<file path="src/rtl/req_encoder8.sv">
// Sequential multi-hot to binary encoder: serves set request bits lowest-first over valid/ready.
// Optional REQ_ENC_MERGE_EN: a load while serving merges req into the pending vector.
module req_encoder8 #(
  parameter  int unsigned N     = 8,
  localparam int unsigned IDX_W = $clog2(N)
) (
  input  logic             clk,
  input  logic             rst_n,
  input  logic             load,
  input  logic [N-1:0]     req,
  output logic             out_valid,
  input  logic             out_ready,
  output logic [IDX_W-1:0] out_idx,
  output logic [N-1:0]     pending,
  output logic             busy,
  output logic             done,
  output logic [IDX_W:0]   served_cnt
);

  typedef enum logic [0:0] {
    IDLE  = 1'b0,
    SERVE = 1'b1
  } state_e;

  state_e           state_q, state_d;
  logic [N-1:0]     pending_q, pending_d;
  logic [IDX_W:0]   cnt_q, cnt_d;
  logic             done_q, done_d;

  logic             accept;
  logic [N-1:0]     lowest_bit;
  logic [N-1:0]     remaining;
  logic [IDX_W-1:0] idx;

  assign busy       = (state_q == SERVE);
  assign out_valid  = busy;
  assign pending    = pending_q;
  assign done       = done_q;
  assign served_cnt = cnt_q;
  assign out_idx    = idx;

  assign accept     = out_valid & out_ready;
  // Two's-complement trick isolates the lowest set bit, i.e. the bit at out_idx.
  assign lowest_bit = pending_q & (~pending_q + N'(1));
  assign remaining  = accept ? (pending_q & ~lowest_bit) : pending_q;

  always_comb begin
    idx = '0;
    if (out_valid) begin
      for (int unsigned i = N; i > 0; i--) begin
        if (pending_q[i-1]) idx = IDX_W'(i - 1);
      end
    end
  end

  always_comb begin
    state_d   = state_q;
    pending_d = pending_q;
    cnt_d     = cnt_q;
    done_d    = 1'b0;
    case (state_q)
      IDLE: begin
        if (load && (req != '0)) begin
          pending_d = req;
          cnt_d     = '0;
          state_d   = SERVE;
        end
      end
      SERVE: begin
        if (accept) cnt_d = cnt_q + (IDX_W+1)'(1);
        pending_d = remaining;
`ifdef REQ_ENC_MERGE_EN
        if (load) pending_d = remaining | req;
`endif
        if (pending_d == '0) begin
          state_d = IDLE;
          done_d  = 1'b1;
        end
      end
      default: state_d = IDLE;
    endcase
  end

  always_ff @(posedge clk or negedge rst_n) begin
    if (!rst_n) begin
      state_q   <= IDLE;
      pending_q <= '0;
      cnt_q     <= '0;
      done_q    <= 1'b0;
    end else begin
      state_q   <= state_d;
      pending_q <= pending_d;
      cnt_q     <= cnt_d;
      done_q    <= done_d;
    end
  end

endmodule
</file>
<file path="config.mk">
export PLATFORM = sky130hd
export DESIGN_NAME = req_encoder8
export DESIGN_NICKNAME = d
export VERILOG_FILES = /design/src/rtl/req_encoder8.sv
export SDC_FILE = /design/constraint.sdc
export NUM_CORES = 1
export LEC_CHECK = 0
export BUFFER_PORTS_ARGS = -buffer_cell sky130_fd_sc_hd__buf_2
export CORE_AREA = 2 2 44 46
export DETAILED_ROUTE_END_ITERATION = 10
export DIE_AREA = 0 0 46 48
export GPL_TIMING_DRIVEN = 0
export PLACE_DENSITY_LB_ADDON = 0.2
export SLEW_MARGIN = 30
export SYNTH_ARGS = -nofsm -noshare
export SYNTH_HDL_FRONTEND = slang
export SYNTH_SLANG_ARGS = --single-unit
</file>
<file path="constraint.sdc">
create_clock -name clk -period 2.4 [get_ports clk]
set_clock_uncertainty 0.15 [all_clocks]
set_input_delay 0.36 -clock clk [delete_from_list [all_inputs] [get_ports clk]]
set_output_delay 0.36 -clock clk [all_outputs]
set_load 0.01 [all_outputs]
</file>
==> metrics.txt, run 1 <==
P_sw roughly 0.66 mW; Layout area overhead 23.3%; Hold Path Class in2reg; Post-synth EDFFs 0; cell area power density roughly 1300 mW/mm^2; antenna viol nets, final 0; Total GRT Usage a little over a fifth; #FFs+latches synth 14; CP Launch Type flop; GR Layer Usage met2 approximately a third; r2r setup slk roughly 0.8 ns; worst hold path endpoint pending[6]$_DFFE_PN0P_; Mapped Cells 96; Core ar. 0.00169 mm^2; Initial Util between 50% and 60%; Final Hold Violating Endpoints 0; Synth Flop Type dfrtp_1; actual slew at the worst max-slew pin slightly below 0.5 ns; Nets between 100 and 150; RSZ-0062 raised after global routing no; most frequent cells in the layout 29 x buf_2, 16 x nand2_1, 14 x dfrtp_1; Comb pwr share 56.7%; vias in the first global route between 700 and 800; final setup vio count 0; Post-Layout Cell Count ~150; first-pass GRT wire length approximately 3200 um; critical path data required time around 1.9 ns; sequential share of power approximately 33%; largest net degree at the start of global routing 15; Routed WL a little over 2000 um; DRT Pass-1 Iters 4; Synth area leaders dfrtp_1 41%, nand2_1 7.0%, nand3_1 4.7%; grt ovf 0; Net Count, Synth between 100 and 150; run status finished, final reports clean; Reg-to-Reg End pending[7]$_DFFE_PN0P_; HP Start req[6]; port bufs 29; Ys Warns 0; H-tree depth 1; switching power share of the total between 40% and 50%; CP endpoint kind primary output; CP max FO 9; CTS root buf clkbuf_4; GR peak layer met2; Initial DRC Count 38; hold path cells 3; Max-slew headroom approximately two thirds; DIE AREA around 0.0022 mm^2; Max Cap Violations 0; Post-route DRC 0; cell taking the most area after synthesis dfrtp_1; CTS tree done; cell row count 15; routing usage on met3 3.02%; Static Leak around 0.50 nW; crit share post-route between 80% and 90%; Post-synth ARST share between 90% and 100%; routed length per instance about 14 um; Int Pwr ~0.75 mW; Post-DP HPWL 1510 um; WP data arrival between 1 and 1.5 ns; setup TNS 0 ns; DIE WIDTH approximately 46 um; commonest non-fill, non-tap cell in the layout buf_2; CTS Sinks 14; GRT met1 Usage around a quarter; Synth cell types 30; placer congestion estimate slightly below 0.9; Clk network pwr share 9.9%; post-synthesis instance area around 850 um^2; post-synthesis sequential area ratio between 40% and 50%; Mean Syn Cell Area between 8 and 9 um^2; clock tree buffer depth 2; CTS Buf Count 3; Clock Latency Late Sink approximately 0.29 ns; Vias between 800 and 900; post-cts resize count 0; R2R depth 5; initial antenna violation count 0; dpl cells around 140; crit path time final 1.98 ns; chip height between 40 and 50 um; via/cell ratio a little under 6; RR Startpoint busy$_DFF_PN0_; Synth top area share between 40% and 50%; Worst-path clk slew 0.09 ns; Max Clk Rate about 0.50 GHz; Slew Limit Fails 0; I/O pin count 30; layout cells sized above 1 33.3%; critical path class reg2out; antenna cells 0; worst vdd ir slightly above 0.6 mV
## synth_stat cells, types with 2 or more instances
cell type	number
o21ai_0	5
buf_6	3
o211ai_1	2
nor2_1	6
nor4_2	2
xor2_1	2
a31oi_1	2
nor4_1	3
a21oi_1	5
nand2_1	16
nand3_1	8
inv_1	3
o21ai_1	8
dfrtp_1	14
nor3_1	2
## power groups by stage
| stage | Clock (mW) | Sequential, mW | Combinational [mW] |
|---|---|---|---|
| 6_report | 0.140 | 0.473 | 0.802 |
| 5_1_grt | 0.141 | 0.499 | 0.882 |
| 4_1_cts | 0.137 | 0.470 | 0.801 |
| 3_5_place_dp | 0 | 0.475 | 0.799 |
| 3_3_place_gp | 0 | 0.470 | 0.775 |
| 2_1_floorplan | 0 | 0.505 | 0.496 |
## cell type report
type | count | area, um^2
Sequential cell | 14 | 350
Timing Repair Buffer | 30 | 155
Tap cell | 17 | 21.3
Fill cell | 162 | 638
Inverter | 3 | 11.3
Buffer | 4 | 41.3
Multi-Input combinational cell | 75 | 449
Clock buffer | 3 | 22.5
## how the worst max path moves through the flow
| stage | cells after the start | to | slack, ns | from |
|---|---|---|---|---|
| floorplan | 3 | out_idx[2] | 0.81 | pending[0]$_DFFE_PN0P_ |
| global placement | 6 | pending[7]$_DFFE_PN0P_ | 0.69 | req[2] |
| detailed placement | 6 | pending[7]$_DFFE_PN0P_ | 0.67 | req[6] |
| CTS | 5 | out_idx[0] | 0.42 | pending[6]$_DFFE_PN0P_ |
| global route | 4 | out_idx[1] | 0.33 | pending[4]$_DFFE_PN0P_ |
| finish | 4 | out_idx[1] | 0.42 | pending[4]$_DFFE_PN0P_ |
## critical path: stages (launching register included)
cell,delay (ns)
dfrtp_1,0.47
nor2_1,0.29
o21ai_0,0.14
a21oi_1,0.15
buf_2,0.14
## per-layer routing
metal,part of all wire (%),up-vias
met3,5.0,5
li1,-,413
met4,2.1,0
met1,45,402
met5,0,-
met2,48,33
## cells by family (layout without fill, tap and decap cells)
group                    after synthesis  count (layout)  synth area share (%)
adder cells (fa/ha/maj)                2               2                  2.79
buffers and inverters                  7              40                  6.17
multiplexers                           1               1                  1.17
AND/OR/NAND/NOR                       42              42                  25.4
AO/OA/AOI/OAI                         28              28                  21.3
XOR/XNOR                               2               2                  2.06
flip-flops                            14              14                  41.1
## flip-flops by register name, indices dropped and copies added, names as in the netlist
register,cells
busy,1
done,1
pending,8
served_cnt,4
## timing repair
action                                 4_1_cts  5_1_grt
endpoints found under the hold margin       14        0
setup buffers                                0        0
hold buffers                                 1        0
## stage by stage
stage / power, mW / instance area (um^2) / hold slack, ns / worst slack [ns] / util (%)
after CTS: 1.41 / 1050 / 0.155 / 0.424 / 62.2
after detailed placement: 1.27 / 1020 / 0.128 / 0.673 / 60.3
after floorplan: 1.00 / 852 / -0.0856 / 0.805 / -
final: 1.41 / 1050 / 0.151 / 0.419 / 62.2
after global placement: 1.25 / 1020 / 0.126 / 0.691 / 60.3
after global routing: 1.52 / 1050 / 0.176 / 0.327 / 62.2
Note: power is estimated with default switching activity, not from simulation.
==> run 2: changes to the inputs <==
--- a/config.mk
+++ b/config.mk
@@ -6,9 +6,9 @@
 export NUM_CORES = 1
 export LEC_CHECK = 0
 export BUFFER_PORTS_ARGS = -buffer_cell sky130_fd_sc_hd__buf_2
-export CORE_AREA = 2 2 44 46
+export CORE_AREA = 2 2 46 48
 export DETAILED_ROUTE_END_ITERATION = 10
-export DIE_AREA = 0 0 46 48
+export DIE_AREA = 0 0 48 50
 export GPL_TIMING_DRIVEN = 0
 export PLACE_DENSITY_LB_ADDON = 0.2
 export SLEW_MARGIN = 30
==> constraint.sdc (replaced) <==
create_clock -name clk -period 1.9 [get_ports clk]
set_clock_uncertainty 0.15 [all_clocks]
set_input_delay 0.285 -clock clk [delete_from_list [all_inputs] [get_ports clk]]
set_output_delay 0.285 -clock clk [all_outputs]
set_load 0.01 [all_outputs]
==> metrics.txt, run 2 (same netlist as run 1, synthesis figures left out) <==
run status finished, final reports clean (unchanged); H-tree depth 1 (unchanged); Vias 859 (was 853); Initial Util 44.8% (was 50.4%); Initial DRC Count 14 (was 38); Layout area overhead 29.4% (was 23.3%); Core ar. 0.00190 mm^2 (was 0.00169 mm^2); Static Leak 0.511 nW (was 0.498 nW); port bufs 29 (unchanged); CTS tree done (unchanged); worst vdd ir 0.783 mV (was 0.610 mV); RSZ-0062 raised after global routing no (unchanged); Max Cap Violations 0 (unchanged); I/O pin count 30 (unchanged); critical path buffer and inverter count 1 (unchanged); Critical Path, Cell by Cell nor2_2 -> nand2_1 -> nor4_1 -> buf_2 (was nor2_1 -> o21ai_0 -> a21oi_1 -> buf_2); CTS root buf clkbuf_4 (unchanged); Max Clk Rate ~0.55 GHz; max reg flops 8 (unchanged); Worst-path clk slew 0.09 ns (about the same); vias in the first global route 776 (was 742); Post-DP HPWL 1470 um (was 1510 um); setup TNS 0 ns (unchanged); actual slew at the worst max-slew pin 0.475 ns (was 0.482 ns); cell area power density 1690 mW/mm^2 (was 1350 mW/mm^2); largest net degree at the start of global routing 15 (unchanged); Max-slew headroom 68.2% (was 67.8%); Hold Path Class in2reg (unchanged); crit path time final 1.81 ns; CP top delay family flip-flops (unchanged); final setup vio count 0 (unchanged); critical path class reg2out (unchanged); Post-route DRC 0 (unchanged); clock tree buffer depth 2 (unchanged); initial antenna violation count 0 (unchanged); layout cells sized above 1 39.4% (was 33.3%); Routed WL 2040 um (was 2050 um); dpl cells 152 (was 142); Post-Layout Cell Count 159 (was 146); placed inst area 0.00103 mm^2 (was 0.00102 mm^2); Total GRT Usage 19.5% (was 20.8%); most frequent cells in the layout 29 x buf_2, 16 x nand2_1, 10 x dfrtp_1 (was 29 x buf_2, 16 x nand2_1, 14 x dfrtp_1); via/cell ratio 5.40 (was 5.84); CP max-delay cell dfrtp_2 (was dfrtp_1); DIE WIDTH 48 um (was 46 um); CTS Buf Count 3 (unchanged); Nets 146 (was 144); antenna viol nets, final 0 (unchanged); first-pass GRT wire length 3400 um (was 3180 um); cell row count 16 (was 15); Final Hold Violating Endpoints 0 (unchanged); grt ovf 0 (unchanged); Slew Limit Fails 0 (unchanged); critical path data required time 1.46 ns (was 1.89 ns); chip height 50 um (was 48 um); CP endpoint kind primary output (unchanged); Clock Latency Late Sink 0.28 ns (was 0.29 ns); crit share post-route between 90% and 100%; slowest stage delay, CP 0.46 ns (was 0.47 ns); CP max FO 8 (was 9); commonest non-fill, non-tap cell in the layout buf_2 (unchanged); DRT Pass-1 Iters 4 (unchanged); antenna cells 0 (unchanged); DIE AREA 0.00240 mm^2 (was 0.00221 mm^2); CTS Sinks 14 (unchanged); placer congestion estimate 0.857 (was 0.891); WP data arrival 1.37 ns (was 1.47 ns); CP Launch Type flop (unchanged); routed length per instance 12.8 um (was 14.0 um); post-route cell area 0.00110 mm^2 (was 0.00105 mm^2)
run 2: changes by cell type in the layout (fill, tap and decap cells not counted), sizes merged:
cell and change:
buf +2, clkbuf +1
run 2: routing by layer:
| metal | global-route usage, % | vias to the layer above | wire length, um |
|---|---|---|---|
| li1 | - | 420 | - |
| met1 | 27.7 | 408 | 920 |
| met2 | 29.1 | 25 | 1010 |
| met3 | 2.56 | 6 | 80 |
| met4 | 7.66 | 0 | 29 |
| met5 | 0 | - | 0 |
run 2: final cells by class:
cell class                 count  area (um^2)
buffer                         4         41.3
clock buffer                   4         36.3
fill                         191          800
inverter                       3         11.3
multi-input combinational     75          454
sequential                    14          355
tap                           27         33.8
timing repair buffer          32          170
run 2: what timing repair did:
| action | in CTS | in global routing |
|---|---|---|
| gates resized for setup | 0 | 6 |
| buffers inserted | 0 | 2 |
| setup endpoints to repair | 0 | 3 |
| hold buffers | 1 | 0 |
| endpoints found under the hold margin | 14 | 0 |
run 2: per-stage QoR:
| stage | total power [mW] | utilization, % | hold WS (ns) | setup WS, ns |
|---|---|---|---|---|
| floorplan | 1.26 | - | -0.161 | 0.380 |
| global placement | 1.58 | 54.2 | 0.0497 | 0.261 |
| detailed placement | 1.60 | 54.2 | 0.0498 | 0.259 |
| CTS | 1.82 | 56.6 | 0.0850 | 0.0271 |
| global route | 2.05 | 58.0 | 0.0984 | 0.00358 |
| finish | 1.86 | 58.0 | 0.0878 | 0.0940 |
run 2: worst register-to-register path: cells and delay by family, from the launching register on:
family	cells	cell delay, ns
AO/OA/AOI/OAI	2	0.49
flip-flops	1	0.40
adder cells (fa/ha/maj)	1	0.29
buffers and inverters	1	0.14
run 2: path summary, 6_finish.rpt:
check                                          startpoint                   endpoint  slack (ns)  cells past startpoint
worst max-delay path               pending[0]$_DFFE_PN0P_                 out_idx[2]        0.09                      4
worst max register to register     pending[2]$_DFFE_PN0P_             busy$_DFF_PN0_        0.30                      4
worst min register to register  served_cnt[0]$_DFFE_PN0P_  served_cnt[0]$_DFFE_PN0P_        0.39                      1
max in group asynchronous                           rst_n     pending[4]$_DFFE_PN0P_        1.05                      2
worst min-delay path                               req[6]     pending[6]$_DFFE_PN0P_        0.09                      3
min in group asynchronous                           rst_n  served_cnt[0]$_DFFE_PN0P_        0.28                      2
run 2: power by group:
part	switching [mW]	leakage, nW	internal, mW	total (mW)
clock	0.0979	0.0210	0.117	0.214
combinational	0.558	0.315	0.479	1.04
sequential	0.175	0.175	0.433	0.608
total	0.831	0.511	1.03	1.86
==> run 3: changes to the inputs <==
--- a/config.mk
+++ b/config.mk
@@ -6,9 +6,11 @@
 export NUM_CORES = 1
 export LEC_CHECK = 0
 export BUFFER_PORTS_ARGS = -buffer_cell sky130_fd_sc_hd__buf_2
-export CORE_AREA = 2 2 46 48
+export CELL_PAD_IN_SITES_DETAIL_PLACEMENT = 1
+export CELL_PAD_IN_SITES_GLOBAL_PLACEMENT = 1
+export CORE_AREA = 2 2 53 55
 export DETAILED_ROUTE_END_ITERATION = 10
-export DIE_AREA = 0 0 48 50
+export DIE_AREA = 0 0 55 57
 export GPL_TIMING_DRIVEN = 0
 export PLACE_DENSITY_LB_ADDON = 0.2
 export SLEW_MARGIN = 30
==> metrics.txt, run 3 (same netlist as run 1, synthesis figures left out) <==
run status finished, final reports clean (unchanged); Clock Latency Late Sink 0.28 ns (about the same); port bufs 29 (unchanged); chip height 57 um (was 50 um); H-tree depth 1 (unchanged); CTS Buf Count 3 (unchanged); via/cell ratio 5.19 (was 5.40); most frequent cells in the layout 29 x buf_2, 16 x nand2_1, 12 x dfrtp_1 (was 29 x buf_2, 16 x nand2_1, 10 x dfrtp_1); actual slew at the worst max-slew pin 0.501 ns (was 0.475 ns); CTS root buf clkbuf_4 (unchanged); vias in the first global route 854 (was 776); largest net degree at the start of global routing 15 (unchanged); final setup vio count 0 (unchanged); Slew Limit Fails 0 (unchanged); initial antenna violation count 0 (unchanged); Total GRT Usage 16.7% (was 19.5%); DIE WIDTH 55 um (was 48 um); P_sw 0.848 mW (was 0.831 mW); Hold Path Class in2reg (unchanged); routed length per instance 14.0 um (was 12.8 um); Final Hold Violating Endpoints 0 (unchanged); RSZ-0062 raised after global routing no (unchanged); Initial DRC Count 4 (was 14); CP max FO 8 (unchanged); commonest non-fill, non-tap cell in the layout buf_2 (unchanged); antenna cells 0 (unchanged); Vias 835 (was 859); worst vdd ir 0.627 mV (was 0.783 mV); R2R depth 5 (was 4); grt ovf 0 (unchanged); Clk network pwr share 11.7% (was 11.5%); crit share post-route 96.7% (was 95.1%); critical path class reg2out (unchanged); Int Pwr 1.01 mW (was 1.03 mW); switching power share of the total 45.6% (was 44.7%); cell row count 19 (was 16); Layout area overhead 28.6% (was 29.4%); Static Leak 0.504 nW (was 0.511 nW); Max-slew headroom 66.5% (was 68.2%); I/O pin count 30 (unchanged); Nets 144 (was 146); DIE AREA 0.00314 mm^2 (was 0.00240 mm^2); Post-route DRC 0 (unchanged); Comb pwr share 55.0% (was 55.8%); CTS Sinks 14 (unchanged); Core ar. 0.00262 mm^2 (was 0.00190 mm^2); CP endpoint kind primary output (unchanged); cell area power density 1690 mW/mm^2 (about the same); clock tree buffer depth 2 (unchanged); CTS tree done (unchanged); fill count 335 (was 191); Worst-path clk slew 0.09 ns (about the same); antenna viol nets, final 0 (unchanged); layout cells sized above 1 37.7% (was 39.4%); Max Clk Rate 0.544 GHz (was 0.554 GHz); DRT Pass-1 Iters 2 (was 4); CP Launch Type flop (unchanged); dpl cells 156 (was 152); hold path cells 3 (unchanged); WP data arrival 1.40 ns (was 1.37 ns); setup TNS 0 ns (unchanged); sequential share of power 33.3% (was 32.7%); fin util 41.9% (was 58.0%); Post-DP HPWL 1760 um (was 1470 um); max reg flops 8 (unchanged); Max Cap Violations 0 (unchanged); first-pass GRT wire length 3820 um (was 3400 um); critical path data required time 1.46 ns (about the same); Routed WL 2250 um (was 2040 um); placer congestion estimate 0.723 (was 0.857); Post-Layout Cell Count 161 (was 159); Initial Util 32.6% (was 44.8%); crit path time final 1.84 ns (was 1.81 ns)
[run 3: worst max-delay path, cell delays in order (launching register included)]
cell and delay [ns]:
dfrtp_2 0.46, nand2b_1 0.16, a21oi_1 0.15, o21bai_1 0.08
a21oi_1 0.14, buf_2 0.14
[run 3: worst paths after layout]
path / from / end / slack, ns
worst max register to register: busy$_DFF_PN0_ / pending[5]$_DFFE_PN0P_ / 0.27
worst min register to register: served_cnt[0]$_DFFE_PN0P_ / served_cnt[0]$_DFFE_PN0P_ / 0.40
worst min-delay path: req[6] / pending[6]$_DFFE_PN0P_ / 0.09
worst max-delay path: pending[6]$_DFFE_PN0P_ / out_idx[0] / 0.06
max in group asynchronous: rst_n / pending[6]$_DFFE_PN0P_ / 1.05
min in group asynchronous: rst_n / pending[1]$_DFFE_PN0P_ / 0.28
[run 3: power by group through the flow]
stage	combinational, mW	sequential [mW]	clock (mW)
after floorplan	0.627	0.638	0
after global placement	1.00	0.605	0
after detailed placement	1.02	0.614	0
after CTS	1.02	0.609	0.225
after global routing	1.15	0.649	0.236
final	1.02	0.618	0.218
[run 3: routing by layer]
layer | track usage (%) | vias up | share of wire [%]
li1 | - | 418 | -
met1 | 22.2 | 400 | 44
met2 | 26.4 | 15 | 51
met3 | 2.36 | 2 | 3.9
met4 | 7.32 | 0 | 0.84
met5 | 0 | - | 0
[run 3: metrics by stage]
step	hold slack, ns	setup slack (ns)	power, mW	cell area, um^2
after floorplan	-0.161	0.380	1.26	852
after global placement	0.0575	0.230	1.61	1040
after detailed placement	0.0564	0.233	1.63	1040
after CTS	0.0793	0.00755	1.86	1080
after global routing	0.103	0.00384	2.03	1100
final	0.0855	0.0623	1.86	1100
[run 3: repair_timing]
item	4_1_cts	5_1_grt
endpoints found under the setup margin	0	3
hold buffers	1	0
gates resized for setup	0	5
endpoints found under the hold margin	14	0
buffers inserted	0	0
[run 3: cell type report]
class | count | area [um^2] | share of cell area, %
clock buffer | 4 | 36.3 | 3.31
sequential | 14 | 353 | 32.2
multi-input combinational | 75 | 460 | 42.0
inverter | 3 | 11.3 | 1.03
timing repair buffer | 30 | 155 | 14.2
tap | 31 | 38.8 | 3.54
buffer | 4 | 41.3 | 3.77
